[config.mk]
export PLATFORM = sky130hd
export DESIGN_NAME = uart_rx_deserializer
export DESIGN_NICKNAME = d
export VERILOG_FILES = /design/src/rtl/uart_rx_deserializer.sv
export SDC_FILE = /design/constraint.sdc
export NUM_CORES = 1
export LEC_CHECK = 0
export CORE_MARGIN = 2
export CORE_UTILIZATION = 50
export CTS_CLUSTER_DIAMETER = 30
export DETAILED_ROUTE_END_ITERATION = 10
export PLACE_DENSITY = 0.69
export SLEW_MARGIN = 20
export SYNTH_ARGS = -nofsm -noshare
export SYNTH_HDL_FRONTEND = slang
export SYNTH_SLANG_ARGS = --single-unit
export TNS_END_PERCENT = 5
[constraint.sdc]
create_clock -name main_clk -period 2.8 [get_ports main_clk]
set_clock_uncertainty 0.05 [all_clocks]
set_input_delay 0.42 -clock main_clk [delete_from_list [all_inputs] [get_ports main_clk]]
set_output_delay 0.42 -clock main_clk [all_outputs]
set_load 0.1 [all_outputs]
[src/rtl/uart_rx_deserializer.sv]
// -----------------------------------------------------------------------------
// uart_rx_deserializer
//
// Receives 8N1-style UART frames from the serial line. Every step is taken on a
// main_clk edge that carries the oversampling strobe. There are
// RX_CLKS_PER_BIT strobes per bit time.
//   - The start bit is confirmed at mid-bit. A line that is high again at that
//     point is treated as a glitch and ignored.
//   - Data bits are sampled once per bit time, LSB first.
//   - The stop bit is checked at mid-stop, and the FSM returns to idle there.
// Each good byte goes to a one-entry valid/ready holding register. A bad stop
// bit pulses frame_err. A good byte that arrives while the holding register is
// full and not being drained is dropped and pulses overrun.
//
// Parameters
//   RX_CLKS_PER_BIT  strobes per bit time (even, >= 4)
//   DATA_BITS        data bits per frame (5..9)
//
// Ports
//   main_clk        in   system clock
//   rst_n           in   asynchronous active-low reset
//   rx_clk_posedge  in   oversampling strobe, one main_clk cycle wide
//   rx              in   asynchronous serial line, idle high
//   data            out  received byte, meaningful while valid=1
//   valid           out  holding register full
//   ready           in   consumer takes data when valid && ready
//   frame_err       out  one-cycle pulse on a bad stop bit
//   overrun         out  one-cycle pulse when a good byte is dropped
// -----------------------------------------------------------------------------
module uart_rx_deserializer #(
   parameter int RX_CLKS_PER_BIT = 8,
   parameter int DATA_BITS       = 8
) (
   input  logic                 main_clk,
   input  logic                 rst_n,
   input  logic                 rx_clk_posedge,
   input  logic                 rx,
   output logic [DATA_BITS-1:0] data,
   output logic                 valid,
   input  logic                 ready,
   output logic                 frame_err,
   output logic                 overrun
);

   localparam int TICK_W = $clog2(RX_CLKS_PER_BIT);
   localparam int BIT_W  = (DATA_BITS > 1) ? $clog2(DATA_BITS) : 1;

   localparam logic [TICK_W-1:0] TICK_MID  = TICK_W'(RX_CLKS_PER_BIT/2 - 1);
   localparam logic [TICK_W-1:0] TICK_LAST = TICK_W'(RX_CLKS_PER_BIT - 1);
   localparam logic [BIT_W-1:0]  BIT_LAST  = BIT_W'(DATA_BITS - 1);

   typedef enum logic [2:0] {
      S_IDLE,
      S_START,
      S_DATA,
      S_STOP,
      S_RECOVER
   } state_t;

   state_t                r_state;
   state_t                w_state_nxt;
   logic                  r_rx_meta;
   logic                  r_rx_s;
   logic [TICK_W-1:0]     r_tick;
   logic [TICK_W-1:0]     w_tick_nxt;
   logic [BIT_W-1:0]      r_bit;
   logic [BIT_W-1:0]      w_bit_nxt;
   logic [DATA_BITS-1:0]  r_shift;
   logic [DATA_BITS-1:0]  w_shift_nxt;
   logic [DATA_BITS-1:0]  r_data;
   logic                  r_valid;
   logic                  r_frame_err;
   logic                  r_overrun;
   logic                  w_deliver;
   logic                  w_bad_stop;

   // Two-flop synchronizer. It resets to the idle line level so that reset
   // release never looks like a start edge.
   always_ff @(posedge main_clk or negedge rst_n) begin
      if (!rst_n) begin
         r_rx_meta <= 1'b1;
         r_rx_s    <= 1'b1;
      end else begin
         r_rx_meta <= rx;
         r_rx_s    <= r_rx_meta;
      end
   end

   // FSM state, tick/bit counters and shift register.
   always_ff @(posedge main_clk or negedge rst_n) begin
      if (!rst_n) begin
         r_state <= S_IDLE;
         r_tick  <= '0;
         r_bit   <= '0;
         r_shift <= '0;
      end else begin
         r_state <= w_state_nxt;
         r_tick  <= w_tick_nxt;
         r_bit   <= w_bit_nxt;
         r_shift <= w_shift_nxt;
      end
   end

   // Nothing advances without a strobe. Once the start bit is confirmed at
   // mid-bit, each later sample falls one full bit time further on, so data
   // and stop bits are all sampled near their centres.
   always_comb begin
      w_state_nxt = r_state;
      w_tick_nxt  = r_tick;
      w_bit_nxt   = r_bit;
      w_shift_nxt = r_shift;
      w_deliver   = 1'b0;
      w_bad_stop  = 1'b0;
      if (rx_clk_posedge) begin
         case (r_state)
            S_IDLE: begin
               if (!r_rx_s) begin
                  w_state_nxt = S_START;
                  w_tick_nxt  = '0;
               end
            end
            S_START: begin
               if (r_tick == TICK_MID) begin
                  if (r_rx_s) begin
                     w_state_nxt = S_IDLE;
                  end else begin
                     w_state_nxt = S_DATA;
                     w_tick_nxt  = '0;
                     w_bit_nxt   = '0;
                  end
               end else begin
                  w_tick_nxt = r_tick + 1'b1;
               end
            end
            S_DATA: begin
               if (r_tick == TICK_LAST) begin
                  // The line sends LSB first. Entering at the MSB leaves the
                  // first bit received in bit 0 after DATA_BITS shifts.
                  w_shift_nxt = {r_rx_s, r_shift[DATA_BITS-1:1]};
                  w_tick_nxt  = '0;
                  w_bit_nxt   = r_bit + 1'b1;
                  if (r_bit == BIT_LAST) begin
                     w_state_nxt = S_STOP;
                  end
               end else begin
                  w_tick_nxt = r_tick + 1'b1;
               end
            end
            S_STOP: begin
               if (r_tick == TICK_LAST) begin
                  w_tick_nxt = '0;
                  if (r_rx_s) begin
                     w_deliver   = 1'b1;
                     w_state_nxt = S_IDLE;
                  end else begin
                     w_bad_stop  = 1'b1;
                     w_state_nxt = S_RECOVER;
                  end
               end else begin
                  w_tick_nxt = r_tick + 1'b1;
               end
            end
            S_RECOVER: begin
               // A break keeps the line low. Waiting here for a high line
               // means one break yields one frame_err, not one per frame time.
               if (r_rx_s) begin
                  w_state_nxt = S_IDLE;
               end
            end
            default: begin
               w_state_nxt = S_IDLE;
            end
         endcase
      end
   end

   // Holding register and status pulses. A delivery in the same cycle as an
   // accept replaces the byte and keeps valid high. A delivery while the byte
   // is held and not accepted drops the new byte and pulses overrun.
   always_ff @(posedge main_clk or negedge rst_n) begin
      if (!rst_n) begin
         r_data      <= '0;
         r_valid     <= 1'b0;
         r_frame_err <= 1'b0;
         r_overrun   <= 1'b0;
      end else begin
         r_frame_err <= w_bad_stop;
         r_overrun   <= w_deliver && r_valid && !ready;
         if (w_deliver && (!r_valid || ready)) begin
            r_data  <= r_shift;
            r_valid <= 1'b1;
         end else if (r_valid && ready) begin
            r_valid <= 1'b0;
         end
      end
   end

   assign data      = r_data;
   assign valid     = r_valid;
   assign frame_err = r_frame_err;
   assign overrun   = r_overrun;

endmodule

==> impl_results.md <==
* Area share of the largest cell type after synthesis at 50.3%
* Worst-Skew Late Latency at 0.31 ns
* Synth unique cells at 30
* Final hold vios at 0
* Resize count post-CTS at 0
* Root Buffer: clkbuf_4
* Hold_buf cts at 0
* Final worst-path cycle share at 78.1%
* Fin nets at 139
* CTS Sinks at 30
* DIE HEIGHT at 56.8 um
* Minimum clock period at 2.19 ns
* Antenna Violating Nets Remaining at 0
* First DRT Iteration DRCs at 14
* Remaining DRCs at 0
* TritonCTS clock tree: yes
* Post-DP HPWL at 1520 um
* Count of pins over their slew limit at 0
* Status: finished, final reports clean
* Ys flop type: dfrtp_1
* Max Buffers Root-to-Sink at 2
* Post-synth EDFFs at 0
* GPL Wtd Cong at 0.783
* Worst-Margin Slew at 0.417 ns
* TritonCTS Buffers at 5
* Initial core utilization at 51.4%
* Final number of setup-violating endpoints at 0
* Post-synthesis async set-or-reset flop share at 100%
* Share of cells above drive strength 1 at 24.0%
* Warnings, synthesis at 0
* Core ar. at 2710 sq um
* Largest net degree at the start of global routing at 31
* Level count of the clock H-tree at 2
* First-pass GRT wire length at 3820 um
* Finished Core Util at 58.8%
* Critical path arrival at 2.34 ns
* Rows at 19
* Most common cell in the netlist: dfrtp_1
* Grt ovf at 0
* Vias in the first global route at 821
* Yosys top cell by area: dfrtp_1
* Peak supply drop at 0.000525 V
* Vias per Instance at 5.31
* Sequential area share after synthesis at 54.0%
* CP endpoint kind: flop
* Tightest Hold Check Type: reg -> reg
* Mapped cell area at 1390 sq um
* CP Max Fanout at 3
* Syn_nets at 121
* WS Path Type: reg -> reg
* Number of port buffers at 15
* Register bit count reported by yosys at 30
* R2R Setup Slk at 0.61 ns
* Initial antenna violation count at 0
* Die X at 56.8 um
* Max-Cap Viols at 0
* Final TNS setup at 0 ns
* Post-CTS Setup Bufs at 0
* CP required at 2.96 ns
* Routed WL at 2130 um
* Die area at 3230 sq um
* All-Layer GR Usage at 15.6%
* # IOs at 16
* Syn Inst Count at 110
* Drt wl/cell at 13.3 um
* Syn avg cell area at 12.7 sq um
* Leakage power at 0.842 nW
* Achievable frequency at 0.458 GHz
* Layout area overhead at 14.4%
* Number of inserted diodes at 0
* Cell Pwr Density at 728 nW/um^2
* Top post-synthesis cells by area: dfrtp_1, mux2_1, ha_1
* First drt pass iteration count at 4
* RSZ-0062 raised after global routing: no
* Max_slew headroom at 72.2%
* Routed vias at 850
* Clock transition at path regs at 0.09 ns
* Post-synth top cells: dfrtp_1, mux2_1, nand2_1, ha_1
* Worst setup SP type: flop
-- cells by family (layout without fill, tap and decap cells) --
logic type | Yosys count | after routing | synth area share, %
fa+ha+maj | 6 | 6 | 5.39
flops | 30 | 30 | 54.0
simple gates | 32 | 32 | 11.8
compound gates | 10 | 10 | 6.73
mux | 22 | 22 | 18.3
buf+inv | 10 | 29 | 3.68
-- path summary, 6_finish.rpt --
| kind | startpoint | endpoint | cells past startpoint |
|---|---|---|---|
| setup reg to reg | r_tick[0] | r_state[0] | 6 |
| min in group asynchronous | rst_n | r_tick[1] | 2 |
| hold reg to reg | r_rx_meta | r_rx_s | 0 |
| setup / recovery | r_tick[0] | r_state[0] | 6 |
| hold / removal | r_rx_meta | r_rx_s | 0 |
| max in group asynchronous | rst_n | r_rx_meta | 2 |
-- placed cells by master, fill, tap and decap left out, types with 4 or more instances in the layout --
cell	n
nand2b_1	4
ha_1	6
inv_1	5
dfrtp_1	28
nand2_1	11
nor2_1	5
mux2_1	16
clkdlybuf4s50_1	4
clkbuf_4	5
buf_4	12
-- critical path: stages, from the launching register on --
cell and delay [ns]:
dfrtp_1 0.41, ha_1 0.26, ha_1 0.23, or4b_1 0.50, o311a_2 0.19, o211ai_4 0.12, mux2_4 0.32
-- metal layers --
metal / global-route usage, % / routed length, um
met5: 0 / 0
met4: 3.99 / 11
met3: 6.91 / 97
met2: 22.3 / 954
met1: 21.9 / 1060
-- through the flow --
step	worst slack, ns	cells	hold WS [ns]	power (mW)	cell area (sq um)
after floorplan	0.751	110	0.0744	0.860	1390
after global placement	0.660	152	0.297	0.898	1530
after detailed placement	0.611	152	0.299	0.903	1530
after CTS	0.620	160	0.315	1.17	1590
after global routing	0.530	160	0.321	1.25	1590
final	0.614	160	0.313	1.16	1590
-- final cells by class --
| cell class | instances | area, sq um |
|---|---|---|
| clock buffers | 6 | 51.3 |
| repair buffers | 16 | 130 |
| inverters | 5 | 18.8 |
| flip-flops and latches | 30 | 753 |
| fillers | 228 | 1120 |
| multi-input cells | 70 | 589 |
| well taps | 31 | 38.8 |
| clock inverters | 2 | 12.5 |
-- state kept, by name, indices dropped and copies added, names as in the netlist, 3 cells and up --
signal	flops
r_bit	3
data	8
r_state	3
r_shift	8
r_tick	3
-- report_power, final --
group          internal, mW  leakage [nW]  switching [mW]
Sequential            0.489         0.404          0.0934
Clock                 0.121        0.0343           0.146
Combinational         0.164         0.403           0.147
Total                 0.774         0.842           0.386
Note: power is estimated with default switching activity, not from simulation.
